[src/rtl/aes_inv_ctrl.sv]
// aes_inv_ctrl: sequencer in front of a 128-bit AES inverse cipher core.
// Accepts a key, waits out round-key expansion, then feeds one ciphertext
// block at a time to the core and holds each plaintext until consumed.
// Optional RUN watchdog: define AES_INV_CTRL_TIMEOUT_EN.
module aes_inv_ctrl #(
    parameter int unsigned KEY_WAIT = 12,
    parameter int unsigned TIMEOUT  = 31
) (
    input  logic         clk,
    input  logic         rst,
    input  logic         key_valid,
    output logic         key_ready,
    input  logic [127:0] key_in,
    input  logic         ct_valid,
    output logic         ct_ready,
    input  logic [127:0] ct_data,
    output logic         pt_valid,
    input  logic         pt_ready,
    output logic [127:0] pt_data,
    output logic         key_ok,
    output logic         busy,
    output logic         err,
    output logic         core_kld,
    output logic [127:0] core_key,
    output logic         core_ld,
    output logic [127:0] core_text_in,
    input  logic         core_done,
    input  logic [127:0] core_text_out
);

    localparam logic [3:0] WaitInit = 4'(KEY_WAIT - 1);

    typedef enum logic [2:0] {
        StIdle,
        StKload,
        StKwait,
        StReady,
        StLd,
        StRun,
        StOut
    } state_t;

    state_t       state_q, state_d;
    logic [3:0]   cnt_q, cnt_d;
    logic [127:0] key_q, key_d;
    logic [127:0] text_q, text_d;
    logic [127:0] pt_q, pt_d;
    logic         key_ok_q, key_ok_d;
    logic         key_hs, ct_hs;

`ifdef AES_INV_CTRL_TIMEOUT_EN
    localparam logic [4:0] WdLast = 5'(TIMEOUT - 1);
    logic [4:0] wd_q, wd_d;
    logic       err_q, err_d;
`else
    logic [31:0] unused_timeout;
    assign unused_timeout = 32'(TIMEOUT);
`endif

    assign key_hs = key_valid & key_ready;
    assign ct_hs  = ct_valid & ct_ready;

    // State register
    always_ff @(posedge clk or negedge rst) begin
        if (!rst) begin
            state_q <= StIdle;
        end else begin
            state_q <= state_d;
        end
    end

    // Datapath and status registers
    always_ff @(posedge clk or negedge rst) begin
        if (!rst) begin
            cnt_q    <= '0;
            key_q    <= '0;
            text_q   <= '0;
            pt_q     <= '0;
            key_ok_q <= 1'b0;
`ifdef AES_INV_CTRL_TIMEOUT_EN
            wd_q     <= '0;
            err_q    <= 1'b0;
`endif
        end else begin
            cnt_q    <= cnt_d;
            key_q    <= key_d;
            text_q   <= text_d;
            pt_q     <= pt_d;
            key_ok_q <= key_ok_d;
`ifdef AES_INV_CTRL_TIMEOUT_EN
            wd_q     <= wd_d;
            err_q    <= err_d;
`endif
        end
    end

    // Next-state and register updates
    always_comb begin
        state_d  = state_q;
        cnt_d    = cnt_q;
        key_d    = key_q;
        text_d   = text_q;
        pt_d     = pt_q;
        key_ok_d = key_ok_q;
`ifdef AES_INV_CTRL_TIMEOUT_EN
        wd_d     = wd_q;
        err_d    = err_q;
`endif
        unique case (state_q)
            StIdle: begin
                if (key_hs) begin
                    key_d   = key_in;
                    state_d = StKload;
                end
            end
            StKload: begin
                cnt_d   = WaitInit;
                state_d = StKwait;
            end
            StKwait: begin
                // Leave as the counter lands on zero so key_ok rises KEY_WAIT+1
                // cycles after the key handshake.
                if (cnt_q <= 4'd1) begin
                    cnt_d    = '0;
                    key_ok_d = 1'b1;
                    state_d  = StReady;
                end else begin
                    cnt_d = cnt_q - 4'd1;
                end
            end
            StReady: begin
                if (key_hs) begin
                    key_d    = key_in;
                    key_ok_d = 1'b0;
                    state_d  = StKload;
                end else if (ct_hs) begin
                    text_d  = ct_data;
                    state_d = StLd;
                end
            end
            StLd: begin
`ifdef AES_INV_CTRL_TIMEOUT_EN
                wd_d = '0;
`endif
                state_d = StRun;
            end
            StRun: begin
                // core_done beats a coincident timeout
                if (core_done) begin
                    pt_d    = core_text_out;
                    state_d = StOut;
                end
`ifdef AES_INV_CTRL_TIMEOUT_EN
                else if (wd_q == WdLast) begin
                    err_d   = 1'b1;
                    state_d = StReady;
                end else begin
                    wd_d = wd_q + 5'd1;
                end
`endif
            end
            StOut: begin
                if (pt_ready) begin
                    state_d = StReady;
                end
            end
            default: state_d = StIdle;
        endcase
    end

    // Handshake, strobe and status outputs decoded from state
    always_comb begin
        key_ready = 1'b0;
        ct_ready  = 1'b0;
        core_kld  = 1'b0;
        core_ld   = 1'b0;
        pt_valid  = 1'b0;
        busy      = 1'b0;
        unique case (state_q)
            // Gated by rst so every output reads 0 while reset is held.
            StIdle:  key_ready = rst;
            StReady: begin
                key_ready = rst;
                ct_ready  = ~key_valid;
            end
            StKload: begin
                core_kld = 1'b1;
                busy     = 1'b1;
            end
            StKwait: busy = 1'b1;
            StLd: begin
                core_ld = 1'b1;
                busy    = 1'b1;
            end
            StRun:   busy = 1'b1;
            StOut: begin
                pt_valid = 1'b1;
                busy     = 1'b1;
            end
            default: ;
        endcase
    end

    assign key_ok       = key_ok_q;
    assign core_key     = key_q;
    assign core_text_in = text_q;
    assign pt_data      = pt_q;
`ifdef AES_INV_CTRL_TIMEOUT_EN
    assign err = err_q;
`else
    assign err = 1'b0;
`endif

endmodule
[config.mk]
export PLATFORM = sky130hd
export DESIGN_NAME = aes_inv_ctrl
export DESIGN_NICKNAME = d
export VERILOG_FILES = /design/src/rtl/aes_inv_ctrl.sv
export SDC_FILE = /design/constraint.sdc
export NUM_CORES = 1
export LEC_CHECK = 0
export CELL_PAD_IN_SITES_DETAIL_PLACEMENT = 2
export CELL_PAD_IN_SITES_GLOBAL_PLACEMENT = 2
export CORE_AREA = 2 2 306 308
export DETAILED_ROUTE_END_ITERATION = 8
export DIE_AREA = 0 0 308 310
export MAX_ROUTING_LAYER = met4
export PLACE_DENSITY_LB_ADDON = 0.1
export SYNTH_ARGS = -nofsm -noshare
export SYNTH_HDL_FRONTEND = slang
export SYNTH_SLANG_ARGS = --single-unit
[constraint.sdc]
create_clock -name clk -period 1.5 [get_ports clk]
set_input_delay 0.3 -clock clk [delete_from_list [all_inputs] [get_ports clk]]
set_output_delay 0.3 -clock clk [all_outputs]
set_load 0.01 [all_outputs]
==> results of run 1 <==
-- metrics by stage --
stage / setup TNS, ps / cells
after floorplan: -52600 / 885
after global placement: -145500 / 2863
after detailed placement: -147520 / 2863
after CTS: -137700 / 3019
after global routing: -169650 / 3065
final: -139100 / 3066
-- per-layer routing --
| metal | global-route usage | up-vias | wire length, um |
|---|---|---|---|
| li1 | - | 5007 | - |
| met2 | 0.260 | 489 | 38300 |
| met4 | 0.0459 | 0 | 1790 |
| met5 | - | - | 0 |
| met1 | 0.147 | 5806 | 25800 |
| met3 | 0.0706 | 91 | 7530 |
-- state kept, by name, summed over array words and instances, names as in the netlist --
signal	cells
state_q	3
pt_data	128
core_text_in	128
key_ok	1
cnt_q	4
core_key	128
-- cells in the final DEF (no fill, tap or decap), types with 3 or more instances in the layout --
master / n
mux2_4: 67
nor3_4: 5
buf_12: 27
clkbuf_16: 61
nor2_1: 3
inv_1: 4
clkinv_2: 6
buf_6: 270
mux2_1: 78
dfrtp_1: 385
nand2_8: 4
clkbuf_1: 13
a21oi_1: 5
o21ai_0: 11
dfrtp_2: 7
buf_16: 13
buf_2: 135
buf_4: 63
clkbuf_8: 18
mux2_2: 239
buf_8: 7
clkdlybuf4s50_1: 388
nand2_1: 7
diode_2: 26
-- cell usage after synthesis (2+ instances only) --
library cell	instances	share of area
ha_1	2	0.0017
nor4_1	2	0.00085
nor3_1	6	0.0020
nor2_1	3	0.00076
mux2_1	134	0.10
mux2_2	250	0.19
o21ai_0	11	0.0037
buf_2	29	0.0098
nand3_1	3	0.0010
buf_4	2	0.0010
nor2b_1	3	0.0013
nand2_1	10	0.0025
a21oi_1	6	0.0020
inv_1	4	0.0010
buf_6	11	0.0084
dfrtp_1	392	0.66
clkbuf_1	5	0.0013
-- kinds of logic (layout without fill, tap and decap cells) --
kind of cell             Yosys count  in the layout  share of synthesized area
flip-flops                       392            392                      0.663
multiplexers                     385            385                      0.293
buffers and inverters             52           1009                     0.0217
AND/OR/NAND/NOR                   31             32                     0.0118
AO/OA/AOI/OAI                     22             22                    0.00854
adder cells (fa/ha/maj)            2              2                    0.00169
other                              1             27                   0.000253
-- worst register-to-register path, stage by stage, from the launching register on --
cell	delay, ps
dfrtp_2	430
nor2b_4	150
nor4b_4	320
buf_4	220
nand2_8	100
buf_4	170
buf_16	140
mux2_1	320
-- area by class of cell --
class,instances,area [um2]
Tap cell,1197,1500
Timing Repair Buffer,912,9290
Antenna cell,26,65.1
Clock buffer,84,1620
Inverter,5,22.5
Multi-Input combinational cell,442,5070
Fill cell,9667,65100
Sequential cell,392,9820
Clock inverter,8,47.5
-- power by group --
group	switching, uW	internal (uW)	total (uW)	leakage, uW
Clock	5030	7320	12300	0.000831
Combinational	10300	14900	25200	0.00700
Sequential	3400	15700	19100	0.00480
-- worst max-delay path by stage --
stage | start | to | depth (start not counted) | slack, ps
floorplan | state_q[0]$_DFFE_PN0P_ | core_key[73]$_DFFE_PN0P_ | 6 | -270
global placement | key_valid | core_text_in[109]$_DFFE_PN0P_ | 6 | -480
detailed placement | key_valid | core_text_in[35]$_DFFE_PN0P_ | 6 | -490
CTS | state_q[0]$_DFFE_PN0P_ | core_ld | 4 | -570
global route | state_q[1]$_DFFE_PN0P_ | key_ready | 3 | -600
finish | state_q[1]$_DFFE_PN0P_ | key_ready | 3 | -520
-- timing repair --
item                                    4_1_cts  5_1_grt
gates cloned                                 17       13
resized for setup                          2126       68
setup buffers                                47       22
hold buffers                                  1        0
pin swaps                                     3        4
endpoints found under the setup margin      779      724
hold endpoints to repair                     62        0
==> impl.org, run 1 <==
** Logic synthesis
- Number of synthesized flops with an enable pin :: 0
- Total of flip-flops plus latches after synthesis :: 392
- Async set-or-reset flop fraction in the synthesized netlist :: 1.00
- Synth Instances :: 885
- After synthesis, the mean cell area works out to 16.7 um2.
- The synthesized netlist occupies a cell area of 14800 um2.
- Synthesis produced a netlist with a net count of 1277.
- In the synthesized netlist the dominant register cell turns out to be dfrtp_1.
- The Yosys step of the flow raised 0 warnings.
- For this run, the register share of the synthesized area comes to 0.663.
- Number of distinct standard cells referenced by the synthesized netlist :: 29

** Drt
- DRC errors left :: 0
- Post-DR vias/cell :: 3.72
- For this block, the routed nets add up to 73400 um of wire.
- Detail-routed net length per standard cell :: 24.0 um
- The detail route stage leaves a number of antenna-violating nets equal to 0.
- Number of DRC violations after detailed-routing iteration 0 :: 286
- The routed layout has 11400 vias.
- Before antenna repair, the detailed router went through 4 iterations.

** Clocking
- After clock tree synthesis, the clock-pin slew on the worst setup and hold paths is 60 ps.
- Number of levels the H-tree was split into :: 2
- Buffer levels on the longest clock path :: 3
- Clock latency at the later pin of the worst-skew pair :: 630 ps
- Clock net sink count :: 392
- CTS placed an instance of clkbuf_16 at the clock tree root.
- CTS tree :: done
- Clock tree synthesis inserted a total of 52 buffers.

** Flow run
- Max-cap violations :: 0

** Timing
- Final-report max-slew violation count :: 0
- In the post-route analysis, the smallest setup slack over all paths is -519 ps.
- Final hold vios :: 0
- Static timing analysis puts the maximum clock frequency at 495 MHz.
- RSZ-0062 raised after global routing :: yes
- Worst-margin pin slew :: 1100 ps
- Time the worst path needs with I/O delays and setup :: 2020 ps
- Of the available clock period, the critical path in the final layout requires 1.35.
- Setup violations remaining at the end of the flow were counted as 395.
- Across the routed clock network, the largest skew measured is 11.1 ps.
- Headroom to the max-slew limit came out at 0.264.
- On the final layout, the worst hold slack is 264 ps.

** Critical path
- Ordered cell list for the critical path :: nor2b_4 -> nor4b_4 -> buf_4
- Number of buffers and inverters on the critical path :: 1
- For this design, the slowest cell found on the critical path is dfrtp_2.
- Worst R2R Start :: state_q[1]$_DFFE_PN0P_
- Startpoint type of the worst setup path :: register
- Broken down by cell family, the worst path's largest delay share belongs to simple AND/OR/NAND/NOR gates.
- Counting cells, the worst reg-to-reg path comes to 7.
- The setup check on the worst reg-to-reg path leaves a slack of -480 ps.
- The largest single stage delay on the critical path is 430 ps.
- STA classifies the critical path endpoint as an output port.
- Classification of the worst setup path :: register to output port
- Data on the critical path arrives at its endpoint at 1720 ps.
- Crit path max fanout :: 4
- Capturing point of the worst reg2reg path :: core_key[123]$_DFFE_PN0P_
- STA puts the critical path data required time at 1200 ps.

** Global route
- Total gr overflow :: 0
- The first global-routing pass estimated 98400 um of wire.
- Number of global-route vias before repair :: 13200
- Initial antenna violation count :: 27
- Entering global routing, the biggest net connects 144 pins.
- For this run, the total global-route usage over all layers was measured as 0.149.

** Floorplanning
- Effective utilization at floorplan :: 0.160
- Measured along the x axis, the die boundary spans 308 um.
- In this run the core area contains 112 standard-cell rows.
- Area of the die :: 95500 um2
- 782 I/O pins were placed.
- The die is 310 um tall.
- Core region area :: 92500 um2

** Cells and area
- After routing the design area is 27400 um2.
- In the final layout, the share of cells above drive strength 1 is 0.505.
- At the end of the flow the core is filled with cells to 0.297.
- Final-stage net count :: 2197
- Relative to the synthesized area, the layout overhead comes to 85.4%.

** Outcome
- The flow ran to the end, but the final reports show violations.
- Failing checks :: negative setup slack

** Power
- In this run the power density over the cells is 2070 nW/um2.
- Across the VDD grid, the largest voltage drop is 0.860 mV.
- Total chip power :: 56700 uW
- For this design the static power due to leakage is 0.0126 uW.

** Placed design
- The count of buffers added on input and output ports is 780.
- The congestion estimate from routability-driven global placement came to 0.727.
- Summed over all nets, the half-perimeter wirelength after detailed placement is 52500 um.
- Instance area after placement :: 24400 um2
- Worst setup timing slack at the placement stage :: -495 ps

** Hold path
- Counting instances, the worst hold path has a depth of 2.
- Hold Crit Endpoint :: core_key[11]$_DFFE_PN0P_
- The worst hold path belongs to the class input port to register.
- Startpoint of the worst hold path :: key_in[11]
Note: power is estimated with default switching activity, not from simulation.
==> run 2, diff against run 1 <==
--- a/config.mk
+++ b/config.mk
@@ -5,13 +5,15 @@
 export SDC_FILE = /design/constraint.sdc
 export NUM_CORES = 1
 export LEC_CHECK = 0
+export ABC_AREA = 1
 export CELL_PAD_IN_SITES_DETAIL_PLACEMENT = 2
 export CELL_PAD_IN_SITES_GLOBAL_PLACEMENT = 2
-export CORE_AREA = 2 2 306 308
+export CORE_AREA = 3 3 300 302
 export DETAILED_ROUTE_END_ITERATION = 8
-export DIE_AREA = 0 0 308 310
+export DIE_AREA = 0 0 303 305
 export MAX_ROUTING_LAYER = met4
 export PLACE_DENSITY_LB_ADDON = 0.1
+export SKIP_LAST_GASP = 1
 export SYNTH_ARGS = -nofsm -noshare
 export SYNTH_HDL_FRONTEND = slang
 export SYNTH_SLANG_ARGS = --single-unit
==> run 2 against run 1 <==
Net effect: the flow still finishes with violations (negative setup slack); sequential cell count unchanged; wire length increased by 3.0%; core utilization increased by 1.8 points; critical endpoint is now busy; largest cell class unchanged; highest routed layer unchanged.
==> impl.org, run 2 <==
** Clocking
- Clock root buffer :: clkbuf_16 (unchanged)
- Clock net sink count :: 392 (unchanged)
- Number of levels the H-tree was split into :: 2 (unchanged)
- CTS tree :: done (unchanged)
- Clock latency at the later pin of the worst-skew pair :: 610 ps (was 630 ps)
- TritonCTS buffer count :: 53 (was 52)
- Buffer levels on the longest clock path :: 3 (unchanged)
- Clock input transition at the sequential cells of the worst setup and hold paths :: 60 ps (about the same)

** Logic synthesis
- Number of synthesized flops with an enable pin :: 0 (unchanged)
- The most common flop cell mapped by yosys was dfrtp_1 (unchanged).
- The area share of fa/ha/maj cells after synthesis is 0.00157 (was 0.00169).
- Total of flip-flops plus latches after synthesis :: 392 (unchanged)
- Syn Std Cell Area :: 15900 um2 (was 14800 um2)
- Most frequent cells after synthesis :: dfrtp_1 (392), mux2_4 (210), nand2_1 (146) (was dfrtp_1 (392), mux2_2 (250), mux2_1 (134))
- The async set or reset register ratio after synthesis came to 1.00 (unchanged).
- Yosys top cell by area :: dfrtp_1 (unchanged)
- Simple logic cell fraction of the synthesized area :: 0.0437 (was 0.0118)
- The complex-gate fraction of the synthesized area is 0.0441 (was 0.00854).
- Sequential share of the synthesized area :: 0.617 (was 0.663)
- The mux contribution to synthesized area was 0.231 (was 0.293).
- The number of warnings printed during yosys synthesis is 0 (unchanged).
- The net count of the mapped netlist came to 1558 (was 1277).
- Leading cell types by total area after synthesis: dfrtp_1 (62%), mux2_4 (20%), o21ai_0 (4.1%), nand2_1 (3.4%), inv_1 (3.4%) (was dfrtp_1 (66%), mux2_2 (19%), mux2_1 (10%), buf_2 (0.98%), buf_6 (0.84%)).
- The most numerous cell in the Yosys netlist is dfrtp_1 (unchanged).
- Average instance area after synthesis :: 13.6 um2 (was 16.7 um2)
- The instance count of the mapped netlist was 1166 (was 885).
- Fraction of synthesized cell area in xor and xnor cells :: 0.000551 (was 0)
- Main combinational cell family by area after synthesis :: multiplexers (unchanged)
- Area share of the largest cell type after synthesis :: 0.617 (was 0.663)
- Number of distinct standard cells referenced by the synthesized netlist :: 30 (was 29)

** Floorplanning
- Area of the die :: 92400 um2 (was 95500 um2)
- The starting density of the core is 0.181 (was 0.160).
- Site row count :: 109 (was 112)
- The total core area is 88000 um2 (was 92500 um2).
- Boundary pin count :: 782 (unchanged)
- Y dimension of the die :: 305 um (was 310 um)
- Chip Width :: 303 um (was 308 um)

** Global route
- Total gr overflow :: 0 (unchanged)
- GRT Overall Usage :: 0.155 (was 0.149)
- Maximum number of pins on one net before global-route repair :: 161 (was 144)
- The global-route wire length before repair is 102000 um (was 98400 um).
- Number of global-route vias before repair :: 14300 (was 13200)
- Initial antenna violation count :: 27 (unchanged)

** Critical path
- By instance count, the cell type seen most on the critical path is nand2_4.
- Classification of the worst setup path :: register to output port (unchanged)
- Crit path max fanout :: 4 (unchanged)
- The type of origin of the critical path was a register (unchanged).
- The largest incremental delay on the critical path was 440 ps (was 430 ps).
- The cell with the biggest individual delay on the critical path is dfrtp_2 (unchanged).
- The total buffers and inverters traversed by the critical path came to 3 (was 1).
- Ordered cell list for the critical path :: nand2_2 -> buf_4 -> nand2_4 -> buf_6 -> nand2_4 -> buf_12 (was nor2b_4 -> nor4b_4 -> buf_4)
- The data arrival time at the worst-slack endpoint was 1650 ps (was 1720 ps).
- Critical path's top delay family :: flip-flops (was simple AND/OR/NAND/NOR gates)
- The required time of the critical path is 1200 ps (about the same).
- The kind of end point of the critical path was an output port (unchanged).
- The slack of the worst reg-to-reg path is -380 ps (was -480 ps).

** Timing
- The slew at the pin closest to its max-slew limit was 1170 ps (was 1100 ps).
- Period utilization :: 1.30 (was 1.35)
- RSZ-0062 raised after global routing :: yes (unchanged)
- The final count of negative-setup-slack endpoints came to 396 (was 395).
- The maximum clock skew at final layout is 34.7 ps (was 11.1 ps).
- The final number of max-transition violations was 0 (unchanged).
- The maximum achievable frequency came to 514 MHz (was 495 MHz).
- The total negative slack for setup checks is -92040 ps (was -139100 ps).
- The final worst slack is -446 ps (was -519 ps).
- Time the worst path needs with I/O delays and setup :: 1950 ps (was 2020 ps)
- Final hold vios :: 0 (unchanged)
- The relative slew slack was 0.223 (was 0.264).

** Cells and area
- The final standard cell utilization of the core is 0.315 (was 0.297).
- Leading cell types in the layout, fill and taps excluded: dfrtp_1 (389), clkdlybuf4s50_1 (388), buf_2 (333) (was clkdlybuf4s50_1 (388), dfrtp_1 (385), buf_6 (270)).
- The final standard cell count with taps included and fillers excluded came to 3359 (was 3066).
- The most common library cell in the layout ignoring fill and taps is dfrtp_1 (was clkdlybuf4s50_1).
- The synthesis-to-finish area growth is 74.2% (was 85.4%).
- The number of nets in the finished design is 2516 (was 2197).
- Layout cells sized above 1 :: 0.449 (was 0.505)

** Power
- The portion of total power attributed to sequential cells came to 0.338 (about the same).
- The worst-case vdd ir drop came to 0.886 mV (was 0.860 mV).
- Design internal power :: 35300 uW (was 37900 uW)
- The power share of the combinational group is 0.431 (was 0.444).
- Power per cell area :: 1940 nW/um2 (was 2070 nW/um2)
- The power consumption is 53800 uW (was 56700 uW).
- The clock network fraction of design power is 0.231 (was 0.218).
- Power spent charging and discharging nets :: 18500 uW (was 18700 uW)
- Reported leakage power :: 0.0143 uW (was 0.0126 uW)
- The switching share of power is 0.345 (was 0.331).

** Drt
- The via count was 12800 (was 11400).
- The DRC violation count after routing was 0 (unchanged).
- Final ANT Viol Nets :: 0 (unchanged)
- The iteration count of the initial detailed-routing pass was 4 (unchanged).
- The via density per instance came to 3.81 (was 3.72).
- Detail-routed net length per standard cell :: 22.5 um (was 24.0 um)
- The wire length reported by the detailed router came to 75600 um (was 73400 um).
- Number of DRC violations after detailed-routing iteration 0 :: 346 (was 286)

** Placed design
- The final weighted congestion in routability-driven placement came to 0.760 (was 0.727).
- The worst slack at placement was -578 ps (was -495 ps).
- The total instance count after detailed placement is 3125 (was 2863).
- The half-perimeter wire length after detailed placement was 54900 um (was 52500 um).
- Number of input and output port buffers inserted :: 780 (unchanged)

** Flow run
- The number of maximum-capacitance violations is 0 (unchanged).

** Hold path
- The worst hold-check path type is input port to asynchronous set/reset pin (was input port to register).

** Outcome
- Result of the run: complete, but fails checks (unchanged).
- Failing checks :: negative setup slack (unchanged)
-- run 2: through the flow --
stage	hold WS (ps)	instance area, um2
2_1_floorplan	4.41	15900
3_3_place_gp	234	25600
3_5_place_dp	233	25600
4_1_cts	92.2	26500
5_1_grt	106	27700
6_report	139	27700
-- run 2: final timing paths --
| check | from | to | depth (start not counted) |
|---|---|---|---|
| worst max register to register | state_q[1]$_DFFE_PN0P_ | pt_data[57]$_DFFE_PN0P_ | 9 |
| worst max-delay path | state_q[1]$_DFFE_PN0P_ | busy | 6 |
| min in group clk | rst | key_ok$_DFFE_PN0P_ | 5 |
| worst min-delay path | rst | state_q[1]$_DFFE_PN0P_ | 3 |
| max in group asynchronous | rst | pt_data[20]$_DFFE_PN0P_ | 4 |
| worst min register to register | core_key[57]$_DFFE_PN0P_ | core_key[57]$_DFFE_PN0P_ | 2 |
-- run 2: cell families (layout without fill, tap and decap cells) --
group | count (synthesis) | in the layout
and+or+nand+nor | 172 | 172
xor gates and xnor gates | 1 | 1
DFF | 392 | 392
AOI/OAI and AO/OA | 139 | 139
buffers and inverters | 203 | 1203
other | 1 | 29
muxes | 256 | 256
adders and majority gates | 2 | 2
-- run 2: layout make-up --
type                            instances  area (um2)
Clock inverter                         22         170
Tap cell                             1165        1460
Inverter                              146         548
Fill cell                            9299       60300
Antenna cell                           28        70.1
Sequential cell                       392        9810
Clock buffer                           75        1530
Timing Repair Buffer                  960        8780
Multi-Input combinational cell        571        5340
-- run 2: tightest hold or removal path, delay by kind of cell --
kind,cells,cell delay (ps)
buffers and inverters,3,800
-- run 2: power groups by stage --
stage,combinational [uW],clock [uW],sequential [uW]
floorplan,7050,0,20200
global placement,24200,0,18100
detailed placement,24400,0,18400
CTS,22200,13000,18200
global route,24900,13500,18900
finish,23200,12400,18200
-- run 2: what timing repair did --
action                                  4_1_cts  5_1_grt
endpoints found under the hold margin        26        0
hold buffers                                  1        0
endpoints found under the setup margin      779      554
pin swaps                                     7        3
setup buffers                                55       18
cloned                                        8       32
gates resized for setup                    1701      179
-- run 2: per-layer routing --
layer / vias to the layer above / track usage / wire, um
met5: - / - / 0
met4: 0 / 0.0567 / 2190
met3: 104 / 0.0591 / 6170
met2: 431 / 0.281 / 41100
met1: 6487 / 0.149 / 26200
li1: 5767 / - / -
==> run 3, diff against run 2 <==
--- a/config.mk
+++ b/config.mk
@@ -6,6 +6,7 @@
 export NUM_CORES = 1
 export LEC_CHECK = 0
 export ABC_AREA = 1
+export CAP_MARGIN = 10
 export CELL_PAD_IN_SITES_DETAIL_PLACEMENT = 2
 export CELL_PAD_IN_SITES_GLOBAL_PLACEMENT = 2
 export CORE_AREA = 3 3 300 302
@@ -14,6 +15,7 @@
 export MAX_ROUTING_LAYER = met4
 export PLACE_DENSITY_LB_ADDON = 0.1
 export SKIP_LAST_GASP = 1
+export SLEW_MARGIN = 20
 export SYNTH_ARGS = -nofsm -noshare
 export SYNTH_HDL_FRONTEND = slang
 export SYNTH_SLANG_ARGS = --single-unit
==> run 3 against run 2 <==
Net effect: the flow still finishes with violations (negative setup slack); critical path depth stayed put; core utilization hardly changed; wire length hardly changed; sequential power hardly changed; clock skew hardly changed; cell count stayed put; total power hardly changed; via count is 0.16% lower; combinational power hardly changed; register-to-register slack hardly changed; critical endpoint unchanged.
==> impl.org, run 3 (synthesis results as in run 2) <==
** Timing
- The final hold violation count was 0 (unchanged).
- Time the worst path needs with I/O delays and setup :: 1940 ps (was 1950 ps)
- RSZ-0062 raised after global routing :: yes (unchanged)
- The final worst slack came to -443 ps (was -446 ps).
- Worst-margin pin slew :: 950 ps (was 1170 ps)
- Relative slew slack :: 0.366 (was 0.223)
- Final-report max-slew violation count :: 0 (unchanged)
- The maximum clock skew at final layout came to 34.8 ps (was 34.7 ps).
- The ratio of final minimum period to clock period is 1.30 (about the same).
- Achievable frequency :: 515 MHz (was 514 MHz)
- Endpoints failing setup :: 395 (was 396)

** Cells and area
- Final-stage net count :: 2517 (was 2516)
- Non-filler cells, final :: 3359 (unchanged)
- Layout cells sized above 1 :: 0.449 (about the same)
- Synthesis-to-finish area growth :: 74.3% (was 74.2%)
- Commonest non-fill, non-tap cell in the layout :: dfrtp_1 (unchanged)
- Leading cell types in the layout, fill and taps excluded: dfrtp_1 (389), clkdlybuf4s50_1 (388), buf_2 (333) (unchanged).

** Power
- Reported leakage power :: 0.0143 uW (about the same)
- Peak supply drop :: 0.886 mV (about the same)
- The total power divided by cell area is 1940 nW/um2 (about the same).

** Clocking
- Clock latency at the later pin of the worst-skew pair :: 610 ps (about the same)
- The number of sinks driven by the clock tree came to 392 (unchanged).
- The clock-pin slew reported for the worst setup and hold paths after clock tree synthesis is 60 ps (about the same).
- TritonCTS buffer count :: 53 (unchanged)
- Buffer levels on the longest clock path :: 3 (unchanged)
- Clock root buffer :: clkbuf_16 (unchanged)
- CTS tree :: done (unchanged)
- The deepest level of the CTS H-tree is 2 (unchanged).

** Critical path
- Ordered cell list for the critical path :: nand2_2 -> buf_4 -> nand2_4 -> buf_6 -> nand2_4 -> buf_12 (unchanged)
- Critical Path Source :: state_q[1]$_DFFE_PN0P_ (unchanged)
- The largest incremental delay on the critical path came to 440 ps (about the same).
- Crit path max fanout :: 4 (unchanged)
- Category of the worst setup path capture point :: output port (unchanged)
- The cell with the biggest individual delay on the critical path is dfrtp_2 (unchanged).
- The type of origin of the critical path was a register (unchanged).
- The type of the setup path with the least slack is register to output port (unchanged).
- Worst R2R Start :: state_q[1]$_DFFE_PN0P_ (unchanged)
- The required time of the critical path was 1200 ps (about the same).
- Most frequent cell on the critical path :: nand2_4 (unchanged)
- CP Data Arrival Time :: 1640 ps (was 1650 ps)

** Global route
- The number of antenna violations at the first check in global routing came to 26 (was 27).
- The met2 layer usage reported by global route came to 0.281 (unchanged).
- GRT Overall Usage :: 0.155 (unchanged)
- The global-route wire length before repair was 102000 um (unchanged).
- Met3 usage :: 0.0591 (unchanged)
- Met1 routing resource usage after global routing :: 0.149 (unchanged)
- Maximum number of pins on one net before global-route repair :: 161 (unchanged)
- Global routing's busiest layer :: met2 (unchanged)
- The via count of the first global-routing pass was 14300 (unchanged).
- Total gr overflow :: 0 (unchanged)

** Outcome
- Failing checks :: negative setup slack (unchanged)
- Result of the run: complete, but fails checks (unchanged).

** Drt
- Number of DRC violations after detailed-routing iteration 0 :: 348 (was 346)
- The via count came to 12800 (about the same).
- The number of nets still failing antenna checks after routing came to 0 (unchanged).
- Detail-routed net length per standard cell :: 22.5 um (about the same)
- Overall routed net length :: 75600 um (about the same)
- The iteration count of the initial detailed-routing pass came to 4 (unchanged).
- The via density per instance is 3.80 (was 3.81).
- The DRC violation count after routing was 0 (unchanged).

** Placed design
- Number of input and output port buffers inserted :: 780 (unchanged)
- The total instance count after detailed placement was 3125 (unchanged).
- Worst setup timing slack at the placement stage :: -578 ps (unchanged)
- Routability congestion estimate from global placement :: 0.760 (unchanged)
- The half-perimeter wire length after detailed placement was 54900 um (unchanged).

** Flow run
- The number of maximum-capacitance violations came to 0 (unchanged).

** Floorplanning
- The starting density of the core came to 0.181 (unchanged).
- The count of pins on the block boundary was 782 (unchanged).
- Core region area :: 88000 um2 (unchanged)
- Y dimension of the die :: 305 um (unchanged)
- Chip Width :: 303 um (unchanged)
- Site row count :: 109 (unchanged)
- Area of the die :: 92400 um2 (unchanged)

** Hold path
- The worst hold-check path type was input port to asynchronous set/reset pin (unchanged).
-- run 3: changes by cell type in the layout (fill, tap and decap cells not counted), sizes merged --
cell	before	now
buf	546	547
diode	28	27
-- run 3: where the power goes --
part	internal, uW	switching (uW)
Sequential	15400	2760
Combinational	12600	10600
Clock	7260	5170
Total	35300	18500
-- run 3: critical path: cells and delay by family, from the launching register on --
kind,cells,cell delay (ps)
DFF,1,440
buffers and inverters,3,370
and+or+nand+nor,3,230
-- run 3: cell type report --
cell class / count / area [um2]
fillers: 9299 / 60200
multi-input cells: 571 / 5340
well taps: 1165 / 1460
clock inverters: 22 / 170
repair buffers: 961 / 8810
inverters: 146 / 548
flip-flops and latches: 392 / 9810
diodes: 27 / 67.6
clock buffers: 75 / 1530
-- run 3: final timing paths --
kind	to	slack, ps	cells after the start
max	busy	-440	6
min	state_q[1]$_DFFE_PN0P_	140	3
max reg2reg	pt_data[57]$_DFFE_PN0P_	-380	9
min reg2reg	core_key[57]$_DFFE_PN0P_	480	2
max in group asynchronous	core_key[6]$_DFFE_PN0P_	170	5
min in group clk	key_ok$_DFFE_PN0P_	220	5
-- run 3: routing by layer --
metal / vias up / part of all wire
met3: 104 / 0.081
li1: 5771 / -
met2: 435 / 0.54
met1: 6458 / 0.35
met5: - / 0
met4: 0 / 0.029
-- run 3: stage by stage --
step                      power (uW)  utilization  setup TNS [ps]  hold slack, ps  area (um2)
after detailed placement       42800        0.291         -128050             233       25600
final                          53800        0.315          -91870             139       27700
after global placement         42300        0.291         -115000             234       25600
after global routing           57300        0.315         -126510             106       27700
after CTS                      53300        0.301          -99240            92.2       26500
after floorplan                27300            -               0            4.41       15900
-- run 3: what timing repair did --
item | in CTS | in global routing
cloned | 8 | 32
pin swaps | 7 | 3
hold endpoints to repair | 26 | 0
setup buffers | 55 | 18
resized for setup | 1701 | 179
hold buffers | 1 | 0
setup endpoints to repair | 779 | 492
